`src/rtl/imm_pkg.sv`:
```
// Immediate-format encodings and datapath-width legality shared by the immediate generator.
package imm_pkg;

  localparam logic [2:0] I_T   = 3'b000;
  localparam logic [2:0] S_T   = 3'b001;
  localparam logic [2:0] B_T   = 3'b010;
  localparam logic [2:0] J_T   = 3'b011;
  localparam logic [2:0] U_T   = 3'b100;
  localparam logic [2:0] Z_T   = 3'b101;
  localparam logic [2:0] SH_T  = 3'b110;
  localparam logic [2:0] ILL_T = 3'b111;

  function automatic bit xlen_ok(input int xlen);
    return (xlen == 32) || (xlen == 64);
  endfunction

endpackage

```
`src/rtl/imm_extract.sv`:
```
// Combinational immediate decode: builds the 32-bit immediate, then sign-extends to XLEN.
// Latency 0; no flow control.
module imm_extract
  import imm_pkg::*;
#(
  parameter int XLEN = 32
) (
  input  logic [31:0]     instr_i,
  input  logic [2:0]      immsrc_i,
  output logic [XLEN-1:0] imm_o,
  output logic            err_o
);

  logic        s;
  logic [31:0] imm32;

  assign s = instr_i[31];

  always_comb begin
    imm32 = '0;
    err_o = 1'b0;
    case (immsrc_i)
      I_T:  imm32 = {{20{s}}, instr_i[31:20]};
      S_T:  imm32 = {{20{s}}, instr_i[31:25], instr_i[11:7]};
      B_T:  imm32 = {{19{s}}, s, instr_i[7], instr_i[30:25], instr_i[11:8], 1'b0};
      J_T:  imm32 = {{11{s}}, s, instr_i[19:12], instr_i[20], instr_i[30:21], 1'b0};
      U_T:  imm32 = {instr_i[31:12], 12'b0};
      Z_T:  imm32 = {27'b0, instr_i[19:15]};
      SH_T: begin
        if (XLEN == 64) imm32 = {26'b0, instr_i[25:20]};
        else            imm32 = {27'b0, instr_i[24:20]};
      end
      default: err_o = 1'b1;
    endcase
  end

  // Z and SH never set bit 31, so one sign extension serves every format.
  if (!xlen_ok(XLEN)) begin : g_bad_xlen
    $error("imm_extract: XLEN must be 32 or 64");
  end else if (XLEN == 64) begin : g_x64
    assign imm_o = {{32{imm32[31]}}, imm32};
  end else begin : g_x32
    assign imm_o = imm32;
  end

endmodule

```
`src/rtl/imm_gen_pipe.sv`:
```
// Pipelined immediate generator: 1-cycle latency, output register plus one skid entry.
// in_ready is registered (skid empty), so out_ready has no combinational path to in_ready.
module imm_gen_pipe
  import imm_pkg::*;
#(
  parameter int XLEN  = 32,
  parameter int TAG_W = 8
) (
  input  logic             clk,
  input  logic             rst_n,
  input  logic             in_valid,
  output logic             in_ready,
  input  logic [31:0]      in_instr,
  input  logic [2:0]       in_immsrc,
  input  logic [TAG_W-1:0] in_tag,
  output logic             out_valid,
  input  logic             out_ready,
  output logic [XLEN-1:0]  out_imm,
  output logic [TAG_W-1:0] out_tag,
  output logic             out_err
);

  logic [XLEN-1:0]  ext_imm;
  logic             ext_err;

  logic             out_vld_q, out_vld_d;
  logic [XLEN-1:0]  out_imm_q, out_imm_d;
  logic [TAG_W-1:0] out_tag_q, out_tag_d;
  logic             out_err_q, out_err_d;

  logic             skid_vld_q, skid_vld_d;
  logic [XLEN-1:0]  skid_imm_q, skid_imm_d;
  logic [TAG_W-1:0] skid_tag_q, skid_tag_d;
  logic             skid_err_q, skid_err_d;

  logic             accept;
  logic             out_free;

  imm_extract #(.XLEN(XLEN)) u_extract (
    .instr_i  (in_instr),
    .immsrc_i (in_immsrc),
    .imm_o    (ext_imm),
    .err_o    (ext_err)
  );

  assign in_ready = !skid_vld_q;
  assign accept   = in_valid && in_ready;
  assign out_free = !out_vld_q || out_ready;

  always_comb begin
    out_vld_d  = out_vld_q;
    out_imm_d  = out_imm_q;
    out_tag_d  = out_tag_q;
    out_err_d  = out_err_q;
    skid_vld_d = skid_vld_q;
    skid_imm_d = skid_imm_q;
    skid_tag_d = skid_tag_q;
    skid_err_d = skid_err_q;
    if (out_free) begin
      // The skid entry is older than anything on the input, so it drains first.
      if (skid_vld_q) begin
        out_vld_d  = 1'b1;
        out_imm_d  = skid_imm_q;
        out_tag_d  = skid_tag_q;
        out_err_d  = skid_err_q;
        skid_vld_d = 1'b0;
      end else if (accept) begin
        out_vld_d = 1'b1;
        out_imm_d = ext_imm;
        out_tag_d = in_tag;
        out_err_d = ext_err;
      end else begin
        out_vld_d = 1'b0;
      end
    end else if (accept) begin
      skid_vld_d = 1'b1;
      skid_imm_d = ext_imm;
      skid_tag_d = in_tag;
      skid_err_d = ext_err;
    end
  end

  always_ff @(posedge clk or negedge rst_n) begin
    if (!rst_n) begin
      out_vld_q  <= 1'b0;
      out_imm_q  <= '0;
      out_tag_q  <= '0;
      out_err_q  <= 1'b0;
      skid_vld_q <= 1'b0;
      skid_imm_q <= '0;
      skid_tag_q <= '0;
      skid_err_q <= 1'b0;
    end else begin
      out_vld_q  <= out_vld_d;
      out_imm_q  <= out_imm_d;
      out_tag_q  <= out_tag_d;
      out_err_q  <= out_err_d;
      skid_vld_q <= skid_vld_d;
      skid_imm_q <= skid_imm_d;
      skid_tag_q <= skid_tag_d;
      skid_err_q <= skid_err_d;
    end
  end

  assign out_valid = out_vld_q;
  assign out_imm   = out_imm_q;
  assign out_tag   = out_tag_q;
  assign out_err   = out_err_q;

endmodule

```
`config.mk`:
```
export PLATFORM = sky130hd
export DESIGN_NAME = imm_gen_pipe
export DESIGN_NICKNAME = d
export VERILOG_FILES = /design/src/rtl/imm_pkg.sv /design/src/rtl/imm_extract.sv /design/src/rtl/imm_gen_pipe.sv
export SDC_FILE = /design/constraint.sdc
export NUM_CORES = 1
export LEC_CHECK = 0
export ABC_AREA = 1
export BUFFER_PORTS_ARGS = -buffer_cell sky130_fd_sc_hd__buf_4
export CORE_AREA = 2 2 86 88
export CTS_CLUSTER_DIAMETER = 120
export DETAILED_ROUTE_END_ITERATION = 7
export DIE_AREA = 0 0 88 90
export PLACE_DENSITY = 0.89
export SLEW_MARGIN = 5
export SYNTH_ARGS = -nofsm -noshare
export SYNTH_HDL_FRONTEND = slang
export SYNTH_SLANG_ARGS = --single-unit
```
`constraint.sdc`:
```
create_clock -name clk -period 2.6 [get_ports clk]
set_clock_uncertainty 0.15 [all_clocks]
set_input_delay 0.52 -clock clk [delete_from_list [all_inputs] [get_ports clk]]
set_output_delay 0.52 -clock clk [all_outputs]
set_load 0.01 [all_outputs]
```
==> out/metrics.yaml, run 1 <==
synth.most_common_cell: "nand2_1"
synth_compound_area_share_pct: 13.2
die_y_um: 90
fin_hold_ws_ns: 0.0105
fp.dieArea_mm2: 0.00792
fillers: 573
crit_start: "skid_vld_q"
grt_pass1_wl_mm: 15.5
synth_top_family_by_area: "simple AND/OR/NAND/NOR gates"
r2r_start: "skid_vld_q"
die_x_um: 88
cts_resized: 0
hold_viol: 0
worstRegToRegCells: 6
p_seq_share_pct: 49.4
route.vias.total: 3573
first_pass_iters: 6
cts_hold_buf: 0
path_cells: "inv_2 > buf_4"
synth_area_leader_cell: "dfrtp_1"
cp-end-kind: "primary output"
critical_path_class: "register to primary output"
combPwrFrac_pct: 24.4
grt_pass1_vias: 3430
synth_edf_count: 0
synth_ff_type: "dfrtp_1"
synth.net_count: 538
critPathArrivalTime_ns: 1.44
crit_path_max_fanout: 13
placedCellCount: 652
synthCells: 491
crit_path_top_delay_cell: "dfrtp_1"
cts_setup_buffers: 0
ir_drop_mv: 0.409
globalRoute.totalOverflow: 0
wl_met3_um: 493
switchingPower_uw: 1050
fin_ws_ns: 0.495
drc: 0
start_util_pct: 55.6
power_density_mw_per_mm2: 723
switching_share_pct: 30.4
antennaDiodeCount: 0
ys_seq_area_share_pct: 53.9
numCtsBuffers: 9
ant_nets: 0
final_cells: 667
synthTopCellsByArea: "dfrtp_1, nand2_1, nor2_1, a31oi_1, o21ai_1"
highest_layer: "met4"
p_int_uw: 2410
layout-area-overhead-vs-synth_pct: 22.6
cts_max_level: 3
ys_ff_latch: 84
grt.total_usage_pct: 24.5
met1_length_mm: 3.93
drv_cap: 0
slew_violations: 0
required_ns: 1.93
fin_crit_ns: 2.11
place_ws_ns: 0.609
synth_fa_ha_area_share_pct: 0
r2r_slack_ns: 0.58
place_hpwl_mm: 6.42
yosysWarnings: 0
clk_pin_slew_ns: 0.08
port_buffers: 82
grt_max_degree: 44
rows: 31
wl_per_cell_um: 14.0
wirelength_mm: 9.32
cts_root_buf: "clkbuf_8"
timing.fmax_mhz: 475
cp-start-kind: "register"
synth_area_mm2: 0.00390
clock_power_share_pct: 26.2
dr_wl_met2_mm: 4.70
fin_tns_setup_ns: 0
fin_nets: 611
multi_input_area_mm2: 0.00159
period_share_pct: 81.0
p_leak_uw: 0.00242
drt_iter0_drc: 254
outcome: "finished clean"
viasPerCell: 5.36
clockBufferDepth: 2
synth.avg_cell_area_um2: 7.95
ios: 90
synthXorXnorAreaFrac_pct: 0
worstHoldPathType: "input pin to async pin"
synthSimpleGateAreaFrac_pct: 27.6
tightest_slew_ns: 0.583
synth_cell_types: 22
drive_above_1_share_pct: 21.3
synthMuxAreaShare_pct: 0
core_mm2: 0.00702
synth_commonest_cells: "nand2_1, dfrtp_1, nor2_1, o21ai_1, o21ai_0"
gp_congestion: 0.938
finalSetupViolCount: 0
cts_tree: "done"
final-seq-area_mm2: 0.00210
synth_top_area_share_pct: 53.9
antenna_found_initial: 0
async_reset_ff_share_pct: 100
finalPower_uw: 3460
clkSinkCount: 84
maxSlewHeadroom_pct: 61.0
rsz0062_at_grt: "false"
clk_latency_ns: 0.34
max_stage_delay_ns: 0.65
## worst max-delay path, delay by kind of cell (launching register included)
family	cells	cell delay, ns
buffers and inverters	2	0.44
flip-flops	1	0.65
## registers in the layout, indices dropped and copies added (netlist names)
signal / flops
out_err: 1
skid_vld_q: 1
skid_err_q: 1
out_tag: 8
skid_imm_q: 32
skid_tag_q: 8
out_imm: 32
out_valid: 1
## worst paths after layout
path                                 endpoint
max in group asynchronous       skid_tag_q[0]
worst max register to register  skid_imm_q[1]
worst max-delay path                 in_ready
min in group clk                skid_tag_q[4]
worst min-delay path               out_imm[3]
worst min register to register  skid_tag_q[0]
## cells by family (layout without fill, tap and decap cells)
group	count (synthesis)	count (layout)
AOI/OAI and AO/OA	96	96
buffers and inverters	45	122
DFF	84	84
and+or+nand+nor	266	266
## stage by stage
step,util (%),instance area [µm²]
3_5_place_dp,65.4,4590
3_3_place_gp,65.4,4590
5_1_grt,68.2,4780
6_report,68.2,4780
2_1_floorplan,-,3900
4_1_cts,68.2,4780
## placed cells by master, fill, tap and decap left out
cell,count
nand4_1,8
clkinvlp_4,2
nor2_4,1
inv_1,8
o211ai_1,1
dfrtp_1,84
inv_2,6
o21ai_1,28
nand2_1,163
clkbuf_8,10
o21ai_0,27
a21oi_1,16
o21a_1,1
buf_4,91
nor2_1,63
clkbuf_1,1
buf_12,2
nand3_1,24
clkinv_2,1
nand3_2,1
nor2_2,4
nand2_2,2
bufinv_16,1
a31oi_1,23
## power groups by stage
stage	Sequential [µW]	Clock (µW)	Combinational [µW]
5_1_grt	1730	973	948
6_report	1710	906	846
3_3_place_gp	1710	0	822
3_5_place_dp	1730	0	849
2_1_floorplan	1760	0	415
4_1_cts	1710	921	853
## final cells by class
class / instances / area share (%)
Timing Repair Buffer: 93 / 15.1
Clock inverter: 4 / 1.05
Inverter: 14 / 1.10
Tap cell: 99 / 2.59
Multi-Input combinational cell: 362 / 33.3
Clock buffer: 11 / 2.96
Sequential cell: 84 / 43.9
## layer usage
layer	GRT usage, %	up-vias
met5	0	-
met4	10.9	0
met3	3.86	18
met2	39.1	121
met1	32.8	1687
li1	-	1747
(Power assumes the default switching activity.)
==> run 2, diff against run 1 <==
--- a/config.mk
+++ b/config.mk
@@ -7,11 +7,11 @@
 export LEC_CHECK = 0
 export ABC_AREA = 1
 export BUFFER_PORTS_ARGS = -buffer_cell sky130_fd_sc_hd__buf_4
-export CORE_AREA = 2 2 86 88
+export CORE_AREA = 2 2 93 95
 export CTS_CLUSTER_DIAMETER = 120
 export DETAILED_ROUTE_END_ITERATION = 7
-export DIE_AREA = 0 0 88 90
-export PLACE_DENSITY = 0.89
+export DIE_AREA = 0 0 95 97
+export PLACE_DENSITY = 0.82
 export SLEW_MARGIN = 5
 export SYNTH_ARGS = -nofsm -noshare
 export SYNTH_HDL_FRONTEND = slang
==> constraint.sdc (replaced) <==
create_clock -name clk -period 1.77 [get_ports clk]
set_clock_uncertainty 0.15 [all_clocks]
set_input_delay 0.354 -clock clk [delete_from_list [all_inputs] [get_ports clk]]
set_output_delay 0.354 -clock clk [all_outputs]
set_load 0.01 [all_outputs]
==> run 2 against run 1 <==
  * Final area is 3.6% higher
  * Critical endpoint unchanged
  * Sequential share of layout area shrank 1.5 points
  * First-iteration DRC count increased by 28%
  * Highest routed layer unchanged
  * Routed wire length increased by 1.4%
  * Final cell count grew 2.5%
  * Critical path type unchanged
  * Clock-buffer cell count increased by 1
  * Sequential cell count did not move
  * Global-route usage shrank 2.6 points
  * Via count up 0.39%
  * Die area is 16% higher
  * Combinational power is 51% higher
==> out/metrics.yaml, run 2 (synthesis results as in run 1) <==
ios: 90  # unchanged
cp-end-kind: "primary output"
fin_hold_ws_ns: 0.0542  # +0.0437 ns
maxSlewHeadroom_pct: 74.1  # +13 points
crit_path_max_fanout: 23  # +10
critPathArrivalTime_ns: 1.22  # -0.22 ns
power_density_mw_per_mm2: 1090  # +50%
p_leak_uw: 0.00251  # +3.5%
outcome: "finished clean"
final_cells: 684  # +2.5%
r2r_start: "skid_vld_q"
first_pass_iters: 5  # -1
ant_nets: 0  # unchanged
fp.dieArea_mm2: 0.00922  # +16%
clockBufferDepth: 2  # unchanged
wirelength_mm: 9.45  # +1.4%
rsz0062_at_grt: "false"
antennaDiodeCount: 0  # unchanged
clk_latency_ns: 0.35  # about the same
placedCellCount: 666  # +2.1%
layout-area-overhead-vs-synth_pct: 27.0
rows: 33  # +6.5%
grt_pass1_vias: 3398  # -0.93%
fin_nets: 621  # +1.6%
required_ns: 1.27  # -0.66 ns
timing.fmax_mhz: 580
clkSinkCount: 84  # unchanged
die_x_um: 95  # +8.0%
hold_path_startpoint: "in_tag[3]"
gp_congestion: 0.832  # -11%
cp-start-kind: "register"
grt.total_usage_pct: 21.9  # -2.6 points
grt_pass1_wl_mm: 16.1  # +4.2%
clk_pin_slew_ns: 0.08  # about the same
crit_start: "skid_vld_q"
viasPerCell: 5.24  # -2.1%
die_y_um: 97  # +7.8%
slew_violations: 0  # unchanged
cts_tree: "done"
globalRoute.totalOverflow: 0  # unchanged
wl_per_cell_um: 13.8  # -1.1%
most-common-layout-cells: "nand2_1, buf_4, dfrtp_1"
drc: 0  # unchanged
drv_cap: 0  # unchanged
fin_tns_setup_ns: 0  # unchanged
tightest_slew_ns: 0.388  # -0.195 ns
multi_input_area_mm2: 0.00159  # unchanged
route.vias.total: 3587  # +0.39%
fin_crit_ns: 1.72
drt_iter0_drc: 325  # +28%
numCtsBuffers: 9  # unchanged
critical_path_class: "register to primary output"
hold_viol: 0  # unchanged
ir_drop_mv: 0.463  # +13%
final-seq-area_mm2: 0.00210  # about the same
port_buffers: 82  # unchanged
antenna_found_initial: 0  # unchanged
cts_max_level: 3  # unchanged
finalSetupViolCount: 0  # unchanged
final_util_pct: 60.9  # -7.2 points
cts_root_buf: "clkbuf_8"
grt_max_degree: 42  # -4.5%
core_mm2: 0.00813  # +16%
fillers: 664  # +16%
period_share_pct: 97.4
start_util_pct: 48.0  # -7.6 points
final_common_cell: "nand2_1"
place_hpwl_mm: 6.74  # +5.1%
drive_above_1_share_pct: 22.5  # +1.1 points
worstHoldPathType: "input pin to register"
-- run 2: where the power goes --
part / switching (µW) / leakage [µW] / internal, µW
sequential: 208 / 0.00103 / 2290
clock: 665 / 0.000111 / 940
combinational: 685 / 0.00136 / 600
total: 1560 / 0.00251 / 3830
-- run 2: cell type report --
type / count / share of cell area [%]
Sequential cell: 84 / 42.4
Multi-Input combinational cell: 362 / 32.1
Timing Repair Buffer: 103 / 16.9
Clock buffer: 12 / 2.73
Tap cell: 105 / 2.65
Clock inverter: 4 / 1.97
Inverter: 14 / 1.16
-- run 2: metrics by stage --
stage / area, µm² / power [µW] / setup slack [ns]
finish: 4950 / 5390 / 0.0465
global route: 4950 / 5710 / 0.0155
CTS: 4940 / 5420 / 0.0131
detailed placement: 4700 / 3820 / 0.109
global placement: 4700 / 3770 / 0.155
floorplan: 3900 / 3190 / 0.397
-- run 2: critical path: stages (launching register included) --
cell	delay [ns]
dfrtp_2	0.43
clkinv_4	0.12
buf_12	0.17
buf_4	0.14
-- run 2: timing repair --
| item | 4_1_cts | 5_1_grt |
|---|---|---|
| gates resized for setup | 2 | 1 |
| endpoints found under the setup margin | 1 | 1 |
| hold buffers | 1 | 0 |
| gates cloned | 0 | 0 |
| buffers inserted | 0 | 1 |
| endpoints found under the hold margin | 27 | 0 |
-- run 2: layer usage --
metal / part of all wire [%] / up-vias / GRT usage (%)
li1: - / 1773 / -
met1: 42 / 1681 / 28.3
met3: 5.4 / 18 / 3.74
met2: 51 / 115 / 36.2
met4: 2.1 / 0 / 8.92
met5: 0 / - / 0
-- run 2: final timing paths --
path	to	slack (ns)	depth (start not counted)
worst max-delay path	in_ready	0.05	3
worst min-delay path	skid_tag_q[3]	0.05	3
worst min register to register	out_imm[16]	0.33	2
min in group asynchronous	skid_tag_q[5]	0.33	2
worst max register to register	out_imm[11]	0.16	8
max in group asynchronous	skid_imm_q[6]	0.57	3
==> run 3, diff against run 2 <==
--- a/config.mk
+++ b/config.mk
@@ -5,13 +5,13 @@
 export SDC_FILE = /design/constraint.sdc
 export NUM_CORES = 1
 export LEC_CHECK = 0
-export ABC_AREA = 1
 export BUFFER_PORTS_ARGS = -buffer_cell sky130_fd_sc_hd__buf_4
-export CORE_AREA = 2 2 93 95
+export CORE_AREA = 2 2 94 96
 export CTS_CLUSTER_DIAMETER = 120
 export DETAILED_ROUTE_END_ITERATION = 7
-export DIE_AREA = 0 0 95 97
+export DIE_AREA = 0 0 96 98
 export PLACE_DENSITY = 0.82
+export RECOVER_POWER = 100
 export SLEW_MARGIN = 5
 export SYNTH_ARGS = -nofsm -noshare
 export SYNTH_HDL_FRONTEND = slang
==> run 3 against run 2 <==
  * Via count grew 0.75%
  * Synthesized cell count decreased by 6.7%
  * Largest power group unchanged
  * Global-route usage is 1.3 points higher
  * Hold slack got worse by 0.023 ns
  * Sequential share of layout area grew 0.69 points
  * Power is 6.8% lower
  * Largest cell class unchanged
  * Critical endpoint unchanged
==> out/metrics.yaml, run 3 <==
outcome: "finished clean"
crit_path_max_fanout: 18  # -22%
grt.total_usage_pct: 23.1  # +1.3 points
globalRoute.totalOverflow: 0  # unchanged
synthCells: 458  # -6.7%
yosysWarnings: 0  # unchanged
grt_pass1_vias: 3554  # +4.6%
rsz0062_at_grt: "false"
clk_latency_ns: 0.37  # +0.02 ns
ios: 90  # unchanged
viasPerCell: 5.53  # +5.5%
clk_pin_slew_ns: 0.09  # about the same
combPwrFrac_pct: 22.3  # -1.5 points
die_y_um: 98  # +1.0%
antenna_found_initial: 0  # unchanged
port_buffers: 82  # unchanged
critPathArrivalTime_ns: 1.19  # -0.03 ns
ys_ff_latch: 84  # unchanged
clkSinkCount: 84  # unchanged
synth.net_count: 505  # -6.1%
p_int_uw: 3390  # -12%
grt_pass1_wl_mm: 17.1  # +6.0%
finalSetupViolCount: 0  # unchanged
place_area_mm2: 0.00484  # +3.0%
multi_input_area_mm2: 0.00174  # +9.4%
rows: 34  # +3.0%
synth_ff_type: "dfrtp_1"
drive_above_1_share_pct: 15.4  # -7.0 points
place_hpwl_mm: 7.31  # +8.4%
cts_tree: "done"
synth_area_leader_cell: "dfrtp_1"
start_util_pct: 47.4  # -0.59 points
die_x_um: 96  # +1.1%
switchingPower_uw: 1630  # +4.8%
drt_iter0_drc: 187  # -42%
hold_viol: 0  # unchanged
power_density_mw_per_mm2: 1030  # -5.2%
most-common-layout-cells: "nand2_1, dfrtp_1, o21ai_0"
synthTopCellsByArea: "dfrtp_1, nand2_1, o21ai_0, a21oi_1, mux2i_1"
cp-start-kind: "register"
worstHoldPathType: "input pin to register"
fp.dieArea_mm2: 0.00941  # +2.1%
antennaDiodeCount: 0  # unchanged
ant_nets: 0  # unchanged
drc: 0  # unchanged
final_cell_area_mm2: 0.00487  # -1.7%
drv_cap: 0  # unchanged
gp_congestion: 0.903  # +8.5%
period_share_pct: 95.8  # -1.6 points
critical_path_class: "register to primary output"
tightest_slew_ns: 0.604  # +0.216 ns
route.vias.total: 3614  # +0.75%
numCtsBuffers: 9  # unchanged
synth_commonest_cells: "nand2_1, dfrtp_1, o21ai_0, a21oi_1, nor2_1"
cp-end-kind: "primary output"
maxSlewHeadroom_pct: 59.7  # -14 points
fin_tns_setup_ns: 0  # unchanged
switching_share_pct: 32.5  # +3.6 points
ys_seq_area_share_pct: 52.4  # -1.5 points
final_common_cell: "nand2_1"
wirelength_mm: 10.3  # +8.7%
synth.most_common_cell: "nand2_1"
required_ns: 1.27  # about the same
slew_violations: 0  # unchanged
synth.avg_cell_area_um2: 8.76  # +10%
ir_drop_mv: 0.491  # +6.0%
final-seq-area_mm2: 0.00210  # about the same
fillers: 777  # +17%
finalPower_uw: 5030  # -6.8%
fin_nets: 587  # -5.5%
synth_top_area_share_pct: 52.4  # -1.5 points
clock_power_share_pct: 28.1  # -1.7 points
synth_edf_count: 0  # unchanged
p_leak_uw: 0.00219  # -13%
core_mm2: 0.00847  # +4.1%
cts_max_level: 3  # unchanged
fin_crit_ns: 1.70  # -0.0285 ns
cts_root_buf: "clkbuf_8"
first_pass_iters: 5  # unchanged
clockBufferDepth: 2  # unchanged
synth_cell_types: 32  # +45%
layout-area-overhead-vs-synth_pct: 21.5
p_seq_share_pct: 49.6  # +3.2 points
async_reset_ff_share_pct: 100  # unchanged
timing.fmax_mhz: 590  # +1.7%
wl_per_cell_um: 15.7  # +14%
grt_max_degree: 52  # +24%
synth_area_mm2: 0.00401  # +2.8%
-- run 3: final cells by class --
type / count / share of cell area, %
multi-input cells: 335 / 35.7
clock buffers: 9 / 2.54
inverters: 4 / 0.308
repair buffers: 106 / 14.0
flip-flops and latches: 84 / 43.1
well taps: 108 / 2.77
clock inverters: 7 / 1.52
-- run 3: cell families after synthesis --
group / synth area share [%]
simple gates: 18.8
compound gates: 19.9
flops: 52.4
buf+inv: 4.37
mux: 4.49
-- run 3: timing repair --
action | in CTS | in global routing
setup endpoints to repair | 1 | 3
hold endpoints to repair | 22 | 0
hold buffers | 1 | 0
resized for setup | 0 | 1
setup buffers | 1 | 0
-- run 3: worst paths after layout --
check | from | to | slack, ns | cells after the start
worst min-delay path | in_tag[7] | skid_tag_q[7] | 0.03 | 3
worst max register to register | skid_vld_q | out_imm[31] | 0.12 | 6
max in group asynchronous | rst_n | out_imm[26] | 0.24 | 3
min in group asynchronous | rst_n | out_tag[7] | 0.36 | 2
worst min register to register | skid_imm_q[18] | skid_imm_q[18] | 0.33 | 2
worst max-delay path | skid_vld_q | in_ready | 0.07 | 3
-- run 3: critical path, stage by stage, from the launching register on --
cell	delay, ns
dfrtp_1	0.39
clkinv_1	0.06
buf_4	0.21
buf_4	0.16
-- run 3: power by group through the flow --
stage	logic (µW)	registers (µW)	clock network (µW)
final	1120	2490	1410
after global routing	1270	2530	1510
after CTS	1290	2490	1440
after detailed placement	1280	2530	0
after global placement	1230	2500	0
after floorplan	566	2570	0
-- run 3: stage by stage --
step                util, %  instances  hold slack (ns)  setup WS [ns]
floorplan                 -        458          -0.0916          0.212
global placement       57.2        635            0.129          0.112
detailed placement     57.2        635            0.130         0.0884
CTS                    59.7        653           0.0299         0.0731
global route           57.6        653           0.0362        0.00884
finish                 57.6        653           0.0308         0.0749
-- run 3: metal layers --
| layer | global-route usage [%] | vias up | routed length, µm |
|---|---|---|---|
| met5 | 0 | - | 0 |
| li1 | - | 1729 | - |
| met2 | 37.6 | 121 | 5260 |
| met1 | 30.8 | 1745 | 4150 |
| met3 | 3.94 | 19 | 673 |
| met4 | 8.79 | 0 | 187 |
